$ cat src/rtl/mem_arbiter.sv
// Two-requester arbiter sharing one memory port between instruction fetch and data access.
// dmem normally wins; a fairness counter forces an imem grant after FAIR_LIMIT dmem grants in a row.
module mem_arbiter #(
  parameter int FAIR_LIMIT = 4
) (
  input  logic        clk,
  input  logic        rstn,

  input  logic        imem_valid,
  input  logic [63:0] imem_addr,

  input  logic        dmem_valid,
  input  logic [63:0] dmem_addr,
  input  logic        dmem_wen,
  input  logic [63:0] dmem_wdata,
  input  logic [7:0]  dmem_wmask,

  output logic        imem_done,
  output logic        dmem_done,
  output logic [63:0] rsp_rdata,
  output logic        busy,

  output logic        mem_req_valid,
  input  logic        mem_req_ready,
  output logic [63:0] mem_addr,
  output logic        mem_wen,
  output logic [63:0] mem_wdata,
  output logic [7:0]  mem_wmask,

  input  logic        mem_rsp_valid,
  input  logic [63:0] mem_rdata
);

  localparam int CW = $clog2(FAIR_LIMIT + 1);
  localparam logic [CW-1:0] FAIR_MAX = CW'(FAIR_LIMIT);

  typedef enum logic [1:0] {
    IDLE,
    REQ,
    WAIT,
    DONE
  } state_e;

  state_e        state_q;
  logic          owner_dmem_q;
  logic [CW-1:0] fair_cnt_q;
  logic          imem_done_q;
  logic          dmem_done_q;
  logic [63:0]   rsp_rdata_q;
  logic          busy_q;
  logic          mem_req_valid_q;
  logic [63:0]   mem_addr_q;
  logic          mem_wen_q;
  logic [63:0]   mem_wdata_q;
  logic [7:0]    mem_wmask_q;

  logic          grant_dmem_d;
  logic [CW-1:0] fair_cnt_d;

  // Arbitration decision and fairness update, consumed only while IDLE.
  always_comb begin
    grant_dmem_d = dmem_valid && !(imem_valid && (fair_cnt_q == FAIR_MAX));
    fair_cnt_d   = fair_cnt_q;
    if (!imem_valid) begin
      fair_cnt_d = '0;
    end else if (grant_dmem_d) begin
      if (fair_cnt_q != FAIR_MAX) begin
        fair_cnt_d = fair_cnt_q + 1'b1;
      end
    end else begin
      fair_cnt_d = '0;
    end
  end

  always_ff @(posedge clk or negedge rstn) begin
    if (!rstn) begin
      state_q         <= IDLE;
      owner_dmem_q    <= 1'b0;
      fair_cnt_q      <= '0;
      imem_done_q     <= 1'b0;
      dmem_done_q     <= 1'b0;
      rsp_rdata_q     <= '0;
      busy_q          <= 1'b0;
      mem_req_valid_q <= 1'b0;
      mem_addr_q      <= '0;
      mem_wen_q       <= 1'b0;
      mem_wdata_q     <= '0;
      mem_wmask_q     <= '0;
    end else begin
      case (state_q)
        IDLE: begin
          fair_cnt_q <= fair_cnt_d;
          if (imem_valid || dmem_valid) begin
            owner_dmem_q    <= grant_dmem_d;
            mem_req_valid_q <= 1'b1;
            busy_q          <= 1'b1;
            state_q         <= REQ;
            if (grant_dmem_d) begin
              mem_addr_q  <= dmem_addr;
              mem_wen_q   <= dmem_wen;
              mem_wdata_q <= dmem_wdata;
              mem_wmask_q <= dmem_wmask;
            end else begin
              mem_addr_q  <= imem_addr;
              mem_wen_q   <= 1'b0;
              mem_wdata_q <= '0;
              mem_wmask_q <= '0;
            end
          end
        end

        REQ: begin
          if (mem_req_ready) begin
            mem_req_valid_q <= 1'b0;
            state_q         <= WAIT;
          end
        end

        // Done flags are raised on entry to DONE so they are high for that cycle only.
        WAIT: begin
          if (mem_rsp_valid) begin
            rsp_rdata_q <= mem_rdata;
            imem_done_q <= !owner_dmem_q;
            dmem_done_q <= owner_dmem_q;
            state_q     <= DONE;
          end
        end

        DONE: begin
          imem_done_q <= 1'b0;
          dmem_done_q <= 1'b0;
          busy_q      <= 1'b0;
          state_q     <= IDLE;
        end

        default: begin
          state_q <= IDLE;
        end
      endcase
    end
  end

  assign imem_done     = imem_done_q;
  assign dmem_done     = dmem_done_q;
  assign rsp_rdata     = rsp_rdata_q;
  assign busy          = busy_q;
  assign mem_req_valid = mem_req_valid_q;
  assign mem_addr      = mem_addr_q;
  assign mem_wen       = mem_wen_q;
  assign mem_wdata     = mem_wdata_q;
  assign mem_wmask     = mem_wmask_q;

endmodule

$ cat config.mk
export PLATFORM = sky130hd
export DESIGN_NAME = mem_arbiter
export DESIGN_NICKNAME = d
export VERILOG_FILES = /design/src/rtl/mem_arbiter.sv
export SDC_FILE = /design/constraint.sdc
export NUM_CORES = 1
export LEC_CHECK = 0
export BUFFER_PORTS_ARGS = -buffer_cell sky130_fd_sc_hd__buf_4
export CAP_MARGIN = 10
export CORE_AREA = 2 2 186 188
export DETAILED_ROUTE_END_ITERATION = 12
export DIE_AREA = 0 0 188 190
export PLACE_DENSITY = 0.47
export SLEW_MARGIN = 20
export SYNTH_ARGS = -nofsm -noshare
export SYNTH_HDL_FRONTEND = slang
export SYNTH_SLANG_ARGS = --single-unit
$ cat constraint.sdc
create_clock -name clk -period 1.8 [get_ports clk]
set_clock_uncertainty 0.05 [all_clocks]
set_input_delay 0.36 -clock clk [delete_from_list [all_inputs] [get_ports clk]]
set_output_delay 0.36 -clock clk [all_outputs]
set_load 0.01 [all_outputs]
# Yosys cells after proc, flatten, opt, wreduce, memory -nomap -nowiden
# Index checks and enable logic that the tools add are counted.
# totals
register_bits	211
in_bits	271
output_inout_bits	205
elab_cells	57
# op_classes
add_sub_neg	1
eq_ne	9
muxes	19
reduce_logical	16
# ops
op	count
64-bit two-way mux	2
2-bit AND reduction	5
3-bit two-way mux	3
8-bit two-way mux	1
1-bit one-hot mux with 2 select lines	4
2-bit one-hot mux with 4 select lines	1
2-bit two-way mux	3
2-bit inequality test, second input constant	3
3-bit AND reduction	2
2-bit nonzero test	3
1-bit two-way mux	5
2-bit == test, second input constant	2
3-bit by 1-bit adder with 3-bit output, second input constant	1
3-bit == test, second input constant	1
3-bit by 2-bit inequality test with 1-bit output, second input constant	1
3-bit inequality test, second input constant	1
2-bit by 1-bit == test with 1-bit output, second input constant	1
1-bit logical AND	2
1-bit zero test	2
2-bit zero test	1
1-bit logical OR	1

# Longest topological paths before layout
# Gate-level depths: netlist of run 1.
# logic_depth
ltp_word	6
mapped_depth	7
mapped_depth_nobuf	5

# Worst setup path after synthesis of run 1
# OpenSTA, ideal clock, no wires.
# synth_path
kind	reg2reg
startpoint	register state_q[0]
endpoint	register rsp_rdata_q[0] (netlist: rsp_rdata[0])
setup_time_ns	0.125
arrival_time_ns	1.393
t_required_ns	1.625
slack_ns	0.233
stages_incl_launch_ff	6
path_buffers	1
period_less_slack_ns	1.567
cell_sequence	dfrtp_1 -> inv_1 -> ha_1 -> nand2_2 -> buf_2 -> mux2_2
# synth_between
elab_chain_cells	2
# synth_lines
item	line_no	rtl
start: declaration	44	state_e state_q;
start signal: assignment	77	state_q <= IDLE;
start signal: assignment	97	state_q <= REQ;
start signal: assignment	115	state_q <= WAIT;
2-bit == test	90	case (state_q)
2-bit AND reduction (no line)	--	
end signal: assignment	122	rsp_rdata_q <= mem_rdata;
end: declaration	49	logic [63:0] rsp_rdata_q;
# No other way between the ends.
# A chain may end at the register's enable or synchronous reset.

# Worst setup path in the final report of run 1
# layout_path
startpoint	register state_q[0]
endpoint	register state_q[1]
# layout_between
elab_chain_cells	3
word_cells_on_any_way	9
cone_classes	6 x eq/ne; 1 x mux; 2 x reduce/logical
# layout_lines
item	line_no
2-bit == test, or another cell as far along	90
2-bit inequality test (no line)	--
3-bit AND reduction (no line)	--
# Several ways; a longest one is shown, not always the timed one.

==> results.yml, run 1 <==
sta:
  setup_slack_ns: 0.100
  hold_viol: 0
  timing.fmax_ghz: 0.588
  fin_crit_sh_pct: 94.4
  tns_ns: 0
  hold_slack_ns: 0.0326
  rsz0062_at_grt: "false"
  setup_viol: 0
  relSlewSlack_pct: 71.9
  period_needed_ns: 1.70
  slew_viol_final: 0
  worst_slew_pin_slew_ns: 0.422
die:
  die_x_um: 188
  fp-row-count: 68
  core_area_um2: 33900
  die-area_um2: 35700
  io_pins: 476
  start_util_pct: 25.8
  dieHeight_um: 190
global_routing:
  grt_start_max_net_pins: 65
  antenna_found_initial: 2
  grt_pass1_vias: 8615
  grt_usage_pct: 17.8
  grt_overflow: 0
  grt_pass1_wl_mm: 50.5
logic_synthesis:
  synth_top_cells_by_area: "dfrtp_1 (60%), mux2_2 (8.5%), a22o_1 (7.5%), nand2_1 (5.6%), o211ai_1 (5.5%)"
  synth_nets: 995
  synth.yosys.seq_area_share_pct: 60.2
  synth-simple-area-share_pct: 11.0
  async_flop_share_pct: 100
  synthCells: 718
  yosys.area.top_type_share_pct: 60.2
  synth_compound_area_share_pct: 14.2
  synth_top_cells_by_count: "dfrtp_1 (211), nand2_1 (130), a22o_1 (75), mux2_2 (66), nand4_1 (65)"
  synth-seq-cells: 211
  synth_edf_count: 0
  yosys.area_share.adder_pct: 0.856
  avgSynthCellArea_um2: 12.2
  synth_top_area_cell: "dfrtp_1"
  synth_top_family_by_area: "compound AO/OA/AOI/OAI gates"
  synth-xor-area-share_pct: 0
  synth_top_flop_cell: "dfrtp_1"
  ys_types: 32
  netlist_area_um2: 8770
  yosys_warnings: 0
  synth_most_common_cell: "dfrtp_1"
  synth_mux_area_share_pct: 8.59
routing:
  routed_via_density: 4.59
  postRouteAntennaNets: 0
  dr.pass1.iters: 4
  via_count: 8245
  drc: 0
  wl_per_cell_um: 18.3
  finalWirelength_mm: 32.9
  first_iter_violations: 288
placed_design:
  dpl.hpwl_mm: 22.9
  dpl.cell_count: 1620
  place_congestion: 0.766
  port_buffers: 475
  dpl_worst_slack_ns: 0.0540
worst_hold_path:
  hp-class: "primary input to register"
critical_path:
  r2r_setup_slack_ns: 0.10
  path_class: "register to register"
  cp_max_fo: 4
  end_kind: "register"
  path_buf_inv: 2
  crit_required_ns: 2.16
  critPathSlowestCell: "dfrtp_1"
  cp.arrival_ns: 2.06
  crit_chain: "inv_1, ha_2, buf_4, a221oi_2, mux2_2"
  cpLargestDelayFamily: "flip-flops"
  max_stage_delay_ns: 0.40
  start_kind: "register"
clock_network:
  cts_tree: "built"
  h-tree-depth: 1
  clock_latency_ns: 0.53
  cts_root_buffer: "clkbuf_16"
  cts_buffers: 25
  clock_path_buffers: 3
  cts_sinks: 211
  path_clk_slew_ns: 0.06
outcome:
  status: "finished clean"
pwr:
  power_frac_comb_pct: 44.5
  power_density_nw_per_um2: 1630
  switchingPower_w: 0.00849
  peakVddDrop_uv: 659
  clkPwrFrac_pct: 22.3
  power_w: 0.0248
  seq_power_share_pct: 33.2
  internal-power_w: 0.0163
  sw_frac_of_total_pct: 34.2
  p_leak_nw: 7.22
finish:
  fin_cells: 1797
  nets: 1599
  drive_gt1_share_pct: 47.0
  syn_to_final_growth_pct: 73.5
job:
  maxCapViolCount: 0
metrics by stage:
step	utilization (%)	area, µm²
after global routing	44.8	15200
after global placement	38.3	13000
after floorplan	-	8770
after CTS	44.7	15200
after detailed placement	38.3	13000
final	44.8	15200
registers in the layout (all words and copies together) (netlist names):
| signal | flops |
|---|---|
| rsp_rdata | 64 |
| mem_wen | 1 |
| mem_addr | 64 |
| busy | 1 |
| owner_dmem_q | 1 |
| fair_cnt_q | 3 |
| mem_wdata | 64 |
| dmem_done | 1 |
| imem_done | 1 |
| mem_wmask | 8 |
| state_q | 2 |
| mem_req_valid | 1 |
final cells by class:
class	instances	area, µm²
fillers	3210	18700
repair buffers	644	5350
flip-flops and latches	211	5280
multi-input cells	431	3070
clock buffers	36	717
well taps	455	569
clock inverters	10	185
inverters	9	33.8
diodes	1	2.50
worst paths after layout:
check	startpoint	depth (start not counted)	end
max in group asynchronous	rstn	3	rsp_rdata[22]
worst max register to register	state_q[0]	5	state_q[1]
worst min-delay path	mem_rdata[51]	2	rsp_rdata[51]
worst min register to register	mem_addr[57]	2	mem_addr[57]
worst max-delay path	state_q[0]	5	state_q[1]
min in group asynchronous	rstn	2	mem_addr[61]
layer usage:
layer  vias to the layer above  routed length (µm)  share of wire, %  track usage [%]
met4                         2                 837               2.5             5.03
li1                       3840                   -                 -                -
met5                         -                   9             0.027                0
met3                        61                2970               9.0             5.77
met2                       362               15700                48             29.5
met1                      3980               13400                41             22.2
power groups by stage:
stage	clock network, W	registers [W]	logic, W
after floorplan	0	0.00917	0.00426
after CTS	0.00575	0.00824	0.0112
after detailed placement	0	0.00828	0.0109
after global placement	0	0.00828	0.0108
final	0.00553	0.00824	0.0110
after global routing	0.00596	0.00853	0.0120
kinds of logic after synthesis:
family	Yosys count
DFF	211
buffers and inverters	76
and+or+nand+nor	204
adders and majority gates	6
AOI/OAI and AO/OA	154
muxes	67
worst register-to-register path, cell delays in order (launching register included):
cell	delay, ns
dfrtp_1	0.40
inv_1	0.11
ha_2	0.23
buf_4	0.15
a221oi_2	0.29
mux2_2	0.36
cell usage in the layout, fill, tap and decap left out, types with 2 or more instances in the layout:
cell type      instances
dlygate4sd3_1        129
clkinv_2               2
clkbuf_1               6
o22ai_1                3
ha_1                   4
buf_4                499
a22o_1                75
inv_1                  9
clkbuf_16             25
o21ai_0                2
nand2_1              130
bufinv_16              5
buf_12                15
mux2_2                66
nand4_1               65
dfrtp_1              211
clkbuf_8               5
nor2_1                 2
o211ai_1              64
o2bb2ai_1              2
what timing repair did:
action / CTS / global route
resized for setup: 0 / 4
hold buffers: 129 / 0
endpoints found under the hold margin: 164 / 0
endpoints found under the setup margin: 0 / 30
setup buffers: 0 / 1
No activity file was read; power rests on OpenSTA's default activity.
==> run 2, diff against run 1 <==
GPL_TIMING_DRIVEN = 0   (was not set)
==> run 2 against run 1 <==
Non-clock buffer count rose by 31; global-route usage increased by 1.1 points; setup slack better by 0.017 ns; register-to-register slack improved by 0.02 ns; combinational power is essentially flat; cell area about the same; wire length up 5.7%; utilization about the same; via count up 1.1%; cell count rose by 1.6%; critical path type unchanged; critical endpoint is now mem_wdata[49]; highest routed layer is now met4.
==> results.yml, run 2 (synthesis gave the netlist of run 1 again) <==
outcome:
  status: "finished clean"
routing:
  postRouteAntennaNets: 0
  via_count: 8335
  routed_via_density: 4.56
  wl_per_cell_um: 19.1
  first_iter_violations: 310
  finalWirelength_mm: 34.8
  dr.pass1.iters: 4
  drc: 0
critical_path:
  crit_cells: 7
  cp_max_fo: 10
  crit_required_ns: 2.17
  start_kind: "register"
  path_class: "register to register"
  regToRegStartpoint: "fair_cnt_q[0]"
  crit_path_end: "mem_wdata[49]"
  crit_path_start: "fair_cnt_q[0]"
  r2r_setup_slack_ns: 0.12
  cp.arrival_ns: 2.05
  cpLargestDelayFamily: "buffers and inverters"
  end_kind: "register"
  max_stage_delay_ns: 0.38
  critPathSlowestCell: "dfrtp_1"
  r2r_cells: 7
  crit_chain: "inv_1, ha_1, nand3_4, and3_4, buf_6, buf_6, a22o_1"
  crit_path_frequent_cell: "buf_6"
  path_buf_inv: 3
  r2r-end: "mem_wdata[49]"
sta:
  relSlewSlack_pct: 64.4
  period_needed_ns: 1.68
  slew_viol_final: 0
  worst_slew_pin_slew_ns: 0.533
  hold_viol: 0
  fin_crit_sh_pct: 93.5
  setup_slack_ns: 0.117
  setup_viol: 0
  tns_ns: 0
  timing.fmax_ghz: 0.594
finish:
  mostFrequentLayoutCell: "buf_4"
  fin_cells: 1826
  syn_to_final_growth_pct: 73.4
  drive_gt1_share_pct: 47.0
  finish.utilization_pct: 44.8
  nets: 1631
  antenna_cells: 0
  fin_area_um2: 15200
  num-fill-cells: 3289
  final_cell_mix: "buf_4 (495), dfrtp_1 (211), dlygate4sd3_1 (132), nand2_1 (130), a22o_1 (75)"
global_routing:
  grt_pass1_wl_mm: 52.8
  grt_start_max_net_pins: 87
  grt_usage_pct: 18.9
  grt_overflow: 0
  antenna_found_initial: 0
  grt_pass1_vias: 8832
worst_hold_path:
  hp-class: "primary input to register"
placed_design:
  place_congestion: 0.771
  port_buffers: 473
  dpl_cell_area_um2: 13000
  dpl.cell_count: 1648
  dpl.hpwl_mm: 25.2
  dpl_worst_slack_ns: -0.184
clock_network:
  path_clk_slew_ns: 0.06
  cts_root_buffer: "clkbuf_16"
  clock_path_buffers: 3
  cts_buffers: 26
  clock_latency_ns: 0.53
  h-tree-depth: 1
  cts_tree: "built"
  cts_sinks: 211
pwr:
  peakVddDrop_uv: 697
  power_density_nw_per_um2: 1620
  p_leak_nw: 7.25
die:
  fp-row-count: 68
  io_pins: 476
  die_x_um: 188
  start_util_pct: 25.8
  die-area_um2: 35700
  dieHeight_um: 190
  core_area_um2: 33900
job:
  maxCapViolCount: 0
-- run 2: cell count changes in the layout (fill, tap and decap cells not counted), moves of 2 or more --
| cell | before | now |
|---|---|---|
| bufinv_16 | 5 | 2 |
| clkbuf_1 | 6 | 16 |
| clkinv_2 | 2 | 4 |
| clkbuf_2 | 0 | 4 |
| buf_2 | 0 | 13 |
| buf_6 | 0 | 17 |
| buf_4 | 499 | 495 |
| buf_16 | 0 | 2 |
| buf_12 | 15 | 0 |
| dlygate4sd3_1 | 129 | 132 |
-- run 2: area by class of cell --
class                   instances  area, µm²  share of cell area, %
plain buffers                  66        479                   3.15
clock buffers                  37        742                   4.88
clock inverters                 8        105                  0.691
inverters                       9       33.8                  0.222
multi-input cells             431       3050                   20.0
flip-flops and latches        211       5280                   34.7
well taps                     455        569                   3.74
repair buffers                609       4950                   32.6
-- run 2: worst reg2reg max path: cells and delay by family (launching register included) --
| family | cells | cell delay (ns) |
|---|---|---|
| buffers and inverters | 3 | 0.42 |
| flip-flops | 1 | 0.38 |
| AO/OA/AOI/OAI | 1 | 0.19 |
| AND/OR/NAND/NOR | 2 | 0.34 |
| adder cells (fa/ha/maj) | 1 | 0.21 |
-- run 2: through the flow --
| stage | hold slack [ns] | power [W] |
|---|---|---|
| 2_1_floorplan | 0.0144 | 0.0134 |
| 3_3_place_gp | 0.431 | 0.0191 |
| 3_5_place_dp | 0.246 | 0.0192 |
| 4_1_cts | 0.000178 | 0.0249 |
| 5_1_grt | 0.00598 | 0.0262 |
| 6_report | 0.0300 | 0.0246 |
-- run 2: worst min-delay path by stage --
| stage | startpoint | end | slack [ns] | cells past startpoint |
|---|---|---|---|---|
| floorplan | rstn | busy | 0.01 | 0 |
| detailed placement | rstn | mem_addr[50] | 0.25 | 1 |
| global placement | mem_addr[19] | mem_addr[19] | 0.43 | 2 |
| finish | dmem_wdata[18] | mem_wdata[18] | 0.03 | 2 |
| global route | mem_rdata[17] | rsp_rdata[17] | 0.006 | 2 |
| CTS | mem_rdata[5] | rsp_rdata[5] | 0.0002 | 2 |
-- run 2: what timing repair did --
action / CTS / global route
pin swaps: 0 / 1
endpoints found under the hold margin: 177 / 0
setup endpoints to repair: 142 / 169
buffers inserted: 0 / 2
gates resized for setup: 19 / 20
hold buffers: 132 / 0
-- run 2: where the power goes --
group          total, W  internal [W]  leakage [nW]  switching [W]
sequential      0.00825       0.00700          2.60        0.00125
clock           0.00522       0.00314         0.418        0.00208
combinational    0.0111       0.00582          4.23        0.00528
total            0.0246        0.0160          7.25        0.00861
-- run 2: routing by layer --
layer  GRT usage, %  share of wire (%)  vias to the layer above
met5              0                  0                        -
met4           4.69                2.0                        0
met3           5.39                8.2                       42
met2           32.7                 49                      342
met1           23.1                 41                     4041
li1               -                  -                     3910
==> run 3, diff against run 2 <==
--- a/config.mk
+++ b/config.mk
@@ -12,5 +12,5 @@
 export DIE_AREA = 0 0 188 190
 export GPL_TIMING_DRIVEN = 0
-export PLACE_DENSITY = 0.47
+export PLACE_DENSITY_LB_ADDON = 0.08
 export SLEW_MARGIN = 20
 export SYNTH_ARGS = -nofsm -noshare
==> constraint.sdc (replaced) <==
create_clock -name clk -period 1.8 [get_ports clk]
set_clock_uncertainty 0.05 [all_clocks]
set_input_delay 0.09 -clock clk [delete_from_list [all_inputs] [get_ports clk]]
set_output_delay 0.09 -clock clk [all_outputs]
set_load 0.01 [all_outputs]
==> run 3 against run 2 <==
Worst hold slack lost 0.0046 ns; wire length up 0.25%; sequential share of layout area is 2.9 points lower; sequential power down 0.8%; utilization increased by 4.1 points; clock power hardly changed; clock-buffer cell count rose by 3; highest routed layer unchanged.
==> results.yml, run 3 (synthesis gave the netlist of run 1 again) <==
pwr:
  internal-power_w: 0.0161
  sw_frac_of_total_pct: 34.8
  power_density_nw_per_um2: 1490
  clkPwrFrac_pct: 21.0
  seq_power_share_pct: 33.0
  peakVddDrop_uv: 786
  power_frac_comb_pct: 46.0
  p_leak_nw: 7.83
  switchingPower_w: 0.00861
die:
  io_pins: 476
  dieHeight_um: 190
  die-area_um2: 35700
  die_x_um: 188
  start_util_pct: 25.8
  core_area_um2: 33900
  fp-row-count: 68
critical_path:
  max_stage_delay_ns: 0.42
  cp.arrival_ns: 2.10
  r2r-end: "mem_addr[21]"
  start_kind: "register"
  crit_chain: "inv_1, ha_2, o21a_1, clkbuf_4, buf_4, nand2_1, o211ai_1"
  r2r_cells: 7
  cp_max_fo: 10
  regToRegStartpoint: "state_q[0]"
  critPathSlowestCell: "dfrtp_1"
  end_kind: "register"
  crit_required_ns: 2.19
  path_class: "register to register"
  r2r_setup_slack_ns: 0.09
routing:
  postRouteAntennaNets: 0
  first_iter_violations: 250
  finalWirelength_mm: 34.9
  wl_per_cell_um: 17.8
  via_count: 8848
  drc: 0
  routed_via_density: 4.51
  dr.pass1.iters: 4
global_routing:
  grt_start_max_net_pins: 81
  grt_pass1_vias: 9387
  grt_pass1_wl_mm: 53.5
  antenna_found_initial: 0
  grt_overflow: 0
  grt_usage_pct: 18.8
finish:
  final_cell_mix: "buf_4 (492), dlygate4sd3_1 (269), dfrtp_1 (211), nand2_1 (130), a22o_1 (75)"
  nets: 1769
  drive_gt1_share_pct: 42.9
  mostFrequentLayoutCell: "buf_4"
  num-fill-cells: 3122
  syn_to_final_growth_pct: 89.1
  fin_area_um2: 16600
  antenna_cells: 0
sta:
  period_needed_ns: 1.71
  hold_viol: 0
  worst_slew_pin_slew_ns: 0.581
  timing.fmax_ghz: 0.586
  relSlewSlack_pct: 61.3
  fin_crit_sh_pct: 94.9
  rsz0062_at_grt: "true"
  tns_ns: 0
  slew_viol_final: 0
  setup_viol: 0
clock_network:
  clock_path_buffers: 3
  cts_tree: "built"
  cts_buffers: 27
  h-tree-depth: 1
  cts_sinks: 211
  cts_root_buffer: "clkbuf_16"
  clock_latency_ns: 0.53
  path_clk_slew_ns: 0.06
worst_hold_path:
  hold_start: "dmem_valid"
  hold_depth: 4
  hp-class: "primary input to register"
  worstHoldEndpoint: "mem_req_valid"
job:
  maxCapViolCount: 0
placed_design:
  place_congestion: 0.774
  port_buffers: 473
  dpl_cell_area_um2: 13000
  dpl.hpwl_mm: 24.6
outcome:
  status: "finished clean"
-- run 3: cell count changes in the layout (fill, tap and decap cells not counted), sizes merged --
| cell | delta |
|---|---|
| dlygate4sd3 | +137 |
| clkinv | -1 |
| clkbuf | +10 |
| buf | -7 |
| inv | +1 |
| bufinv | -2 |
-- run 3: how the worst max path moves through the flow --
| stage | startpoint | end | slack (ns) | cells after the start |
|---|---|---|---|---|
| 6_report | state_q[0] | mem_addr[21] | 0.09 | 7 |
| 5_1_grt | state_q[0] | mem_addr[21] | -0.03 | 7 |
| 4_1_cts | state_q[0] | mem_addr[27] | 0.002 | 7 |
| 3_5_place_dp | state_q[0] | mem_addr[40] | -0.16 | 6 |
| 3_3_place_gp | rstn | rsp_rdata[7] | -1.28 | 1 |
| 2_1_floorplan | state_q[0] | rsp_rdata[0] | 0.23 | 5 |
-- run 3: what timing repair did --
item / 4_1_cts / 5_1_grt
pin swaps: 0 / 1
hold buffers: 269 / 0
endpoints found under the hold margin: 322 / 0
setup endpoints to repair: 130 / 150
gates cloned: 0 / 0
buffers inserted: 0 / 1
resized for setup: 21 / 18
-- run 3: power by group through the flow --
stage / Sequential, W / Combinational, W / Clock, W
after floorplan: 0.00917 / 0.00426 / 0
after global placement: 0.00819 / 0.0108 / 0
after detailed placement: 0.00821 / 0.0109 / 0
after CTS: 0.00817 / 0.0115 / 0.00536
after global routing: 0.00846 / 0.0124 / 0.00559
final: 0.00818 / 0.0114 / 0.00519
-- run 3: cell type report --
type                       instances  area (µm²)  area share [%]
buffer                            67         492            2.96
inverter                           9        33.8           0.204
clock buffer                      40         815            4.91
tap                              455         569            3.43
sequential                       211        5280            31.8
clock inverter                     6        37.5           0.226
multi-input combinational        431        3050            18.4
timing repair buffer             745        6310            38.1
-- run 3: layer usage --
layer	wire (µm)	GRT usage [%]	vias up	part of all wire, %
li1	-	-	4185	-
met1	14200	22.8	4282	41
met2	17400	33.1	333	50
met3	2390	4.57	48	6.8
met4	883	5.54	0	2.5
met5	0	0	-	0
-- run 3: critical path, delay by kind of cell (launching register included) --
family / cells / cell delay, ns
AOI/OAI and AO/OA: 2 / 0.29
adders and majority gates: 1 / 0.24
buffers and inverters: 3 / 0.54
DFF: 1 / 0.42
and+or+nand+nor: 1 / 0.07
-- run 3: through the flow --
stage	worst slack [ns]	total power (W)	instances	hold WS, ns	util, %
3_5_place_dp	-0.163	0.0191	1648	0.0551	38.2
2_1_floorplan	0.233	0.0134	718	-0.256	-
5_1_grt	-0.0321	0.0264	1964	0.0471	48.9
6_report	0.0923	0.0247	1964	0.0254	48.9
4_1_cts	0.00193	0.0250	1963	0.000753	48.7
3_3_place_gp	-1.28	0.0190	1646	0.257	38.0
